**src/rtl/fifo_rd_stream.sv**
```systemverilog
// Read-domain drain adapter: pops the async FIFO against its empty flag, absorbs the
// one-cycle read latency and presents words as a valid/ready stream via a 2-entry buffer.
module fifo_rd_stream #(
    parameter int DATA_WIDTH = 8,
    parameter int CNT_WIDTH  = 16
) (
    input  logic                  clk,
    input  logic                  rst,
    input  logic                  en,
    input  logic                  fifo_empty,
    input  logic [DATA_WIDTH-1:0] fifo_rdata,
    output logic                  fifo_r_en,
    output logic                  m_valid,
    output logic [DATA_WIDTH-1:0] m_data,
    input  logic                  m_ready,
    output logic [CNT_WIDTH-1:0]  rd_count
);

    logic [1:0]            occ_q, occ_d, occ_pop;
    logic                  inflight_q;
    logic [DATA_WIDTH-1:0] buf0_q, buf0_d, buf1_q, buf1_d;
    logic [CNT_WIDTH-1:0]  cnt_q, cnt_d;
    logic                  pop;

    assign m_valid  = (occ_q != 2'd0);
    assign m_data   = buf0_q;
    assign rd_count = cnt_q;
    assign pop      = m_valid & m_ready;

    // Occupancy after this cycle's pop, then after the in-flight word lands.
    // A new pop is only issued if that word would still have a free slot.
    assign occ_pop   = occ_q - {1'b0, pop};
    assign occ_d     = occ_pop + {1'b0, inflight_q};
    assign fifo_r_en = ~rst & en & ~fifo_empty & (occ_d < 2'd2);

    always_comb begin
        buf0_d = buf0_q;
        buf1_d = buf1_q;
        cnt_d  = cnt_q;
        if (pop) begin
            cnt_d = cnt_q + {{(CNT_WIDTH-1){1'b0}}, 1'b1};
            if (occ_q == 2'd2) begin
                buf0_d = buf1_q;
            end
        end
        if (inflight_q) begin
            if (occ_pop == 2'd0) begin
                buf0_d = fifo_rdata;
            end else begin
                buf1_d = fifo_rdata;
            end
        end
    end

    always_ff @(posedge clk) begin
        if (rst) begin
            occ_q      <= 2'd0;
            inflight_q <= 1'b0;
            buf0_q     <= '0;
            buf1_q     <= '0;
            cnt_q      <= '0;
        end else begin
            occ_q      <= occ_d;
            inflight_q <= fifo_r_en;
            buf0_q     <= buf0_d;
            buf1_q     <= buf1_d;
            cnt_q      <= cnt_d;
        end
    end

endmodule

```
**config.mk**
```make
export PLATFORM = sky130hd
export DESIGN_NAME = fifo_rd_stream
export DESIGN_NICKNAME = d
export VERILOG_FILES = /design/src/rtl/fifo_rd_stream.sv
export SDC_FILE = /design/constraint.sdc
export NUM_CORES = 1
export LEC_CHECK = 0
export ABC_AREA = 1
export CAP_MARGIN = 10
export CORE_MARGIN = 10
export CORE_UTILIZATION = 30
export CTS_BUF_LIST = sky130_fd_sc_hd__clkbuf_4 sky130_fd_sc_hd__clkbuf_8 sky130_fd_sc_hd__clkbuf_16
export DETAILED_ROUTE_END_ITERATION = 10
export RECOVER_POWER = 25
export SLEW_MARGIN = 15
export SYNTH_ARGS = -nofsm -noshare
export SYNTH_HDL_FRONTEND = slang
export SYNTH_SLANG_ARGS = --single-unit
export TNS_END_PERCENT = 20
```
**constraint.sdc**
```tcl
create_clock -name clk -period 5.2 [get_ports clk]
set_clock_uncertainty 0.05 [all_clocks]
set_input_delay 1.56 -clock clk [delete_from_list [all_inputs] [get_ports clk]]
set_output_delay 1.56 -clock clk [all_outputs]
set_load 0.01 [all_outputs]
```
# After elaboration in Yosys (flattened, before gate mapping)
# Cells that the tools add are included.
# Widths: inputs -> output; s select.
# totals
regBits	35
input_bits	13
wordCells	24
# op_classes
add_sub_neg	3
order_cmp	1
eq_ne	1
muxes	4
n_bitwise	7
reduce_logical	3
# op_table
op	count
$mux 8	4
$add 16x1->16 const B	1
$and 1x1->1	4
$not 1->1	3
$add 2x1->2	1
$eq 2x2->1 const B	1
$logic_not 2->1	1
$lt 2x2->1 const B	1
$reduce_and 2->1	1
$reduce_bool 2->1	1
$sub 2x1->2	1

# Depth between registers and ports, before layout
# Gate-level depths: netlist of run 1.
# depth
ltp_word	6
depth_mapped	9
depth_no_buf	8

# Worst setup path after synthesis of run 1
# OpenSTA, ideal clock, no wires.
# synth_timing
kind	input to output
startpoint	input port m_ready
endpoint	output port fifo_r_en
arrival_time_ps	2759
required_ps	3590
path_slack_ps	831
path_stages	8
path_cell_list	buf_6 inv_2 nor2_8 ha_1 inv_1 ha_1 xor2_1 and3_1
# synth_via
elab_chain_len	5
# synth_lines
element	line_no	text
start: declaration	15	input logic m_ready,
$and 1x1->1	28	assign pop = m_valid & m_ready;
net pop	23	logic pop;
$sub 2x1->2	32	assign occ_pop = occ_q - {1'b0, pop};
$add 2x1->2	33	assign occ_d = occ_pop + {1'b0, inflight_q};
$lt 2x2->1	34	assign fifo_r_en = ~rst & en & ~fifo_empty & (occ_d < 2'd2);
$and 1x1->1	34	
end: declaration	12	output logic fifo_r_en,
# The timed path passes the listed nets, and every way through them passes these cells.

# Worst setup path in the final report of run 1
# Same ends and word-level chain as after synthesis.

==> results of run 1 <==
==> critical path, stage by stage <==
cell	delay, ns
clkdlybuf4s50_1	0.41
inv_1	0.14
nor2_8	0.05
ha_1	0.29
inv_1	0.05
ha_1	0.19
xor2_1	0.21
and3_1	0.17
dlygate4sd2_1	0.27
==> cells by family after synthesis <==
group	share of synthesized area, %
multiplexers	1.20
flip-flops	42.0
XOR/XNOR	1.57
AO/OA/AOI/OAI	11.9
adder cells (fa/ha/maj)	2.25
buffers and inverters	8.25
AND/OR/NAND/NOR	32.8
==> stage by stage <==
stage                     power [mW]  hold WS [ns]  instance area, um2  util, %
final                          0.852         0.442                2240     41.1
after global routing           0.912         0.464                2240     41.1
after CTS                      0.874         0.445                2250     41.3
after detailed placement       0.619         0.431                2130     39.2
after global placement         0.615         0.420                2130     39.2
after floorplan                0.507         0.404                1670        -
==> flip-flops by register name (all words and copies together), names as in the netlist <==
name and count:
inflight_q 1, buf1_q 8, m_data 8, occ_q 2, rd_count 16
==> per-layer routing <==
metal	vias up	part of all wire, %	GRT usage [%]
li1	808	-	-
met5	-	0	0
met3	4	5.0	3.41
met2	23	45	14.8
met4	0	1.5	4.24
met1	671	49	10.8
==> path summary, 6_finish.rpt <==
path | end | startpoint | slack, ns | cells past startpoint
setup / recovery | fifo_r_en | m_ready | 0.25 | 9
hold / removal | buf1_q[6] | buf1_q[6] | 0.44 | 2
setup reg to reg | buf1_q[5] | occ_q[1] | 3.18 | 9
hold reg to reg | buf1_q[6] | buf1_q[6] | 0.44 | 2
==> cell usage after synthesis (2+ instances only) <==
| master | n | area [um2] |
|---|---|---|
| nor2_1 | 42 | 158 |
| nand2_1 | 37 | 139 |
| dfxtp_1 | 35 | 701 |
| inv_1 | 22 | 82.6 |
| o21ai_0 | 15 | 75.1 |
| nand3_1 | 14 | 70.1 |
| a21oi_1 | 10 | 50.1 |
| nand4_1 | 6 | 37.5 |
| o211ai_1 | 6 | 45.0 |
| inv_2 | 4 | 15.0 |
| ha_1 | 3 | 37.5 |
| nand3_2 | 3 | 30.0 |
| nor2_4 | 3 | 33.8 |
| and3_1 | 2 | 12.5 |
| buf_2 | 2 | 10.0 |
| buf_4 | 2 | 15.0 |
| mux2i_1 | 2 | 20.0 |
| nor2_2 | 2 | 12.5 |
| nor3_1 | 2 | 10.0 |
| xor2_1 | 2 | 17.5 |
==> final cells by class <==
| class | instances | area share [%] |
|---|---|---|
| multi-input combinational | 156 | 37.0 |
| clock inverter | 2 | 1.57 |
| inverter | 26 | 4.36 |
| tap | 72 | 4.03 |
| sequential | 35 | 31.3 |
| timing repair buffer | 42 | 18.0 |
| clock buffer | 6 | 3.69 |
==> where the power goes <==
part / leakage (nW) / internal, mW / switching (mW)
Clock: 0.0612 / 0.155 / 0.0951
Combinational: 0.594 / 0.122 / 0.137
Sequential: 0.283 / 0.304 / 0.0383
Total: 0.939 / 0.581 / 0.271
==> impl_metrics.ini, run 1 <==
[worst_setup_path]
critPathCaptureType = output port
startpoint_type = input pin
crit_type = input pin to output port
crit_fanout = 2
cp_data_required_time_ns = 3.59
cp.arrival_ns = 3.34

[clock_tree]
cts_setup_buffers = 0
clkTransAtPathRegs_ns = 0.07
cts.path.max_buffers = 2
clock-sinks = 35
htreeDepth = 2
cts_made_buffers = 5
ctsResizeCount = 1
cts_hold_buffers = 0
clk_latency_ns = 0.28
cts_root_buffer = clkbuf_8
cts_tree = done

[route]
drtPass1Iterations = 4
post-route-drc-count = 0
dr_total_vias = 1506
drtIter0Drc = 68
drt-total-wl_mm = 3.94
vias_per_cell = 4.44
wl_per_cell_um = 11.6
ant_nets = 0

[pwr]
power_density_mw_per_mm2 = 381
peakVddDrop_mv = 0.210
leakage_nw = 0.939

[synthesis]
async_flop_share_pct = 0
syn_inst = 223
syn_avg_cell_area_um2 = 7.48
synth_ff_type = dfxtp_1
yosys_warnings = 0
yosysSeqAreaShare_pct = 42.0
synth-edff-count = 0
syn_nets = 239
syn_area_mm2 = 0.00167
ys_seq_elements = 35
ys_types = 29

[place]
dp_slack_ns = 0.0125
dp_hpwl_mm = 2.96
io_buffers = 38
placedCellCount = 331
gp_congestion = 0.717

[global_routing]
grt_pass1_wl_mm = 6.69
antenna_found_initial = 0
first_global_vias = 1435
grt_max_degree = 30
gr-total-overflow = 0
grtUsageTotal_pct = 9.23

[status]
status = complete, no violations

[sta]
setup_slack_ns = 0.248
relSlewSlack_pct = 46.7
fin_setup_tns_ns = 0
finalCriticalPeriod_ns = 4.95
setup_viol = 0
clock.fmax_mhz = 202
rsz0062_at_grt = false
hold_viol = 0
min_period_over_period_pct = 95.2
report.final.slew_viol_count = 0
tightestPinTransition_ns = 0.799

[layout]
antennaDiodeCount = 0
area_delta_synth_final_pct = 34.0
multi_input_area_um2 = 828
stdcell_count = 339
nFillCells = 559
layout_common_cells = 43 x nor2_1, 37 x nand2_1, 35 x dfxtp_1
ff_latch_area_um2 = 701
layout.nets = 282
drive_gt1_share_pct = 8.61
final_common_cell = nor2_1

[die]
fp.coreArea_mm2 = 0.00544
start_util_pct = 30.7
die_w_um = 94.6
rows = 27
die_h_um = 94.6
die-area_mm2 = 0.00895
pin_count = 39

[worst_hold_path]
min_path_type = flip-flop to flip-flop

[flow_run]
maxCapViolations = 0
No activity file was read; power rests on OpenSTA's default activity.
==> run 2, diff against run 1 <==
- ABC_AREA: 1 -> default
- PLACE_DENSITY: default -> 0.57
==> run 2 against run 1 <==
  * Setup slack worse by 0.11 ns
  * Hold slack got worse by 0.0060 ns
  * Utilization up 1.6 points
  * Sequential power shrank 9.1%
  * Register-to-register slack worse by 0.02 ns
  * Sequential share of layout area is 2.7 points higher
  * Non-clock buffer count is 1 higher
  * Flip-flop and latch count unchanged
  * Critical endpoint unchanged
  * Largest cell class unchanged
  * Highest routed layer unchanged
==> impl_metrics.ini, run 2 <==
[sta]
relSlewSlack_pct = 58.9
clock.fmax_mhz = 198
min_period_over_period_pct = 97.3
tightestPinTransition_ns = 0.615
fin_setup_tns_ns = 0
report.final.slew_viol_count = 0
rsz0062_at_grt = false
holdWs_ns = 0.436
finalCriticalPeriod_ns = 5.06
hold_viol = 0
setup_viol = 0

[clock_tree]
cts_root_buffer = clkbuf_8
cts_setup_buffers = 0
cts_tree = done
clock-sinks = 35
htreeDepth = 2
cts_made_buffers = 5
cts.path.max_buffers = 2
cts_hold_buffers = 0
clkTransAtPathRegs_ns = 0.06
clk_latency_ns = 0.28

[layout]
final_cell_area_mm2 = 0.00206
drive_gt1_share_pct = 9.27
layout.nets = 220
antennaDiodeCount = 0
layout_common_cells = 35 x dfxtp_1, 31 x clkdlybuf4s50_1, 26 x nor2_1
area_delta_synth_final_pct = 36.1
nFillCells = 485
largest_reg_flops = 16
final_common_cell = dfxtp_1
stdcell_count = 272
ff_latch_area_um2 = 701
multi_input_area_um2 = 759
fin_util_pct = 42.7

[synthesis]
synthXorXnorAreaFrac_pct = 6.95
async_flop_share_pct = 0
syn_area_mm2 = 0.00151
synthMuxAreaShare_pct = 10.6
ys_types = 30
synth_top_family_by_area = simple AND/OR/NAND/NOR gates
ys_seq_elements = 35
syn_inst = 161
syn_nets = 177
synth_largest_area_cell = dfxtp_1
synth_ff_type = dfxtp_1
synth-edff-count = 0
synth_top_area_share_pct = 46.4
syn_avg_cell_area_um2 = 9.39
synth-adder-area-share_pct = 2.48
yosysSeqAreaShare_pct = 46.4
synth_area_leaders = dfxtp_1 46%, mux2i_1 11%, nor2_1 6.5%
yosys_warnings = 0
synth_compound_area_share_pct = 8.77
yosys.area_share.simple_pct = 20.9
synth.most_common_cell = dfxtp_1
synth_common_cells = 35 x dfxtp_1, 26 x nor2_1, 16 x mux2i_1

[worst_hold_path]
holdPathEnd = rd_count[15]
whs_path_depth = 2
min_path_type = flip-flop to flip-flop
min_from = rd_count[15]

[place]
dp_hpwl_mm = 2.44
placedCellCount = 264
gp_congestion = 0.744
io_buffers = 38
dpl-instance-area_mm2 = 0.00197

[route]
wl_per_cell_um = 12.6
vias_per_cell = 4.60
drtPass1Iterations = 4
drt-total-wl_mm = 3.44
drtIter0Drc = 61
post-route-drc-count = 0
dr_total_vias = 1251
ant_nets = 0

[worst_setup_path]
crit_path_top_delay_cell = clkdlybuf4s50_1
critPathCaptureType = output port
r2r_slack_ns = 3.16
rr_startpoint = occ_q[1]
max_stage_delay_ns = 0.46
critPathTopFamily = buffers and inverters
crit_type = input pin to output port
rr_worst_depth = 8
timing.rr.end = buf1_q[1]
critical_path.cell_chain = clkdlybuf4s50_1, o21ai_2, inv_1, ha_1, inv_1, ha_1, xnor2_2, xnor2_1, nor4b_1, clkbuf_2
crit_fanout = 3
cp_data_required_time_ns = 3.59
cp.arrival_ns = 3.45
startpoint_type = input pin
critPathLaunch = m_ready
path_buf_inv = 4

[pwr]
leakage_nw = 0.839
power_density_mw_per_mm2 = 326
peakVddDrop_mv = 0.143

[global_routing]
first_global_vias = 1228
grt_pass1_wl_mm = 5.80
grt_max_degree = 36
gr-total-overflow = 0
grtUsageTotal_pct = 8.43
antenna_found_initial = 0

[die]
die_w_um = 91.0
die-area_mm2 = 0.00828
die_h_um = 91.0
pin_count = 39
rows = 25
start_util_pct = 31.4
fp.coreArea_mm2 = 0.00482

[flow_run]
maxCapViolations = 0

[status]
status = complete, no violations
run 2: cells by family after synthesis:
| kind of cell | after synthesis |
|---|---|
| adder cells (fa/ha/maj) | 3 |
| AND/OR/NAND/NOR | 62 |
| XOR/XNOR | 12 |
| flip-flops | 35 |
| multiplexers | 16 |
| buffers and inverters | 12 |
| AO/OA/AOI/OAI | 21 |
run 2: final cells by class:
class / instances / area share, %
Tap cell: 67 / 4.08
Clock inverter: 1 / 0.243
Multi-Input combinational cell: 114 / 36.9
Sequential cell: 35 / 34.1
Timing Repair Buffer: 43 / 19.7
Inverter: 5 / 0.912
Clock buffer: 7 / 4.08
run 2: through the flow:
step	power [mW]	setup slack, ns
5_1_grt	0.712	0.00747
4_1_cts	0.683	0.0250
3_3_place_gp	0.485	-0.254
3_5_place_dp	0.485	-0.262
2_1_floorplan	0.406	0.312
6_report	0.670	0.141
run 2: worst max path at each step:
stage	end	slack, ns	cells past startpoint
global placement	fifo_r_en	-0.25	10
detailed placement	fifo_r_en	-0.26	10
global route	fifo_r_en	0.007	10
finish	fifo_r_en	0.14	10
floorplan	fifo_r_en	0.31	9
CTS	fifo_r_en	0.03	10
run 2: metal layers:
layer / routed length [um] / track usage, % / vias to the layer above
met5: 0 / 0 / -
met2: 1410 / 12.2 / 37
met3: 313 / 4.44 / 5
met4: 40 / 3.13 / 0
li1: - / - / 647
met1: 1670 / 10.4 / 562
run 2: where the power goes:
group          internal [mW]  total [mW]  switching [mW]
clock network          0.104       0.198          0.0933
logic                 0.0855       0.161          0.0760
registers              0.293       0.311          0.0183
total                  0.483       0.670           0.188
run 2: timing repair:
action,in CTS,in global routing
gates resized for setup,1,4
cloned,0,0
pin swaps,0,0
endpoints found under the setup margin,1,1
run 2: worst min-delay path: stages (launching register included):
cell	delay [ns]
dfxtp_1	0.31
o21ai_0	0.07
a21oi_1	0.06
==> run 3, diff against run 2 <==
- HOLD_SLACK_MARGIN: default -> 0.05
==> results of run 3 <==
Final layout, timing and power as in run 2 (identical DEF).
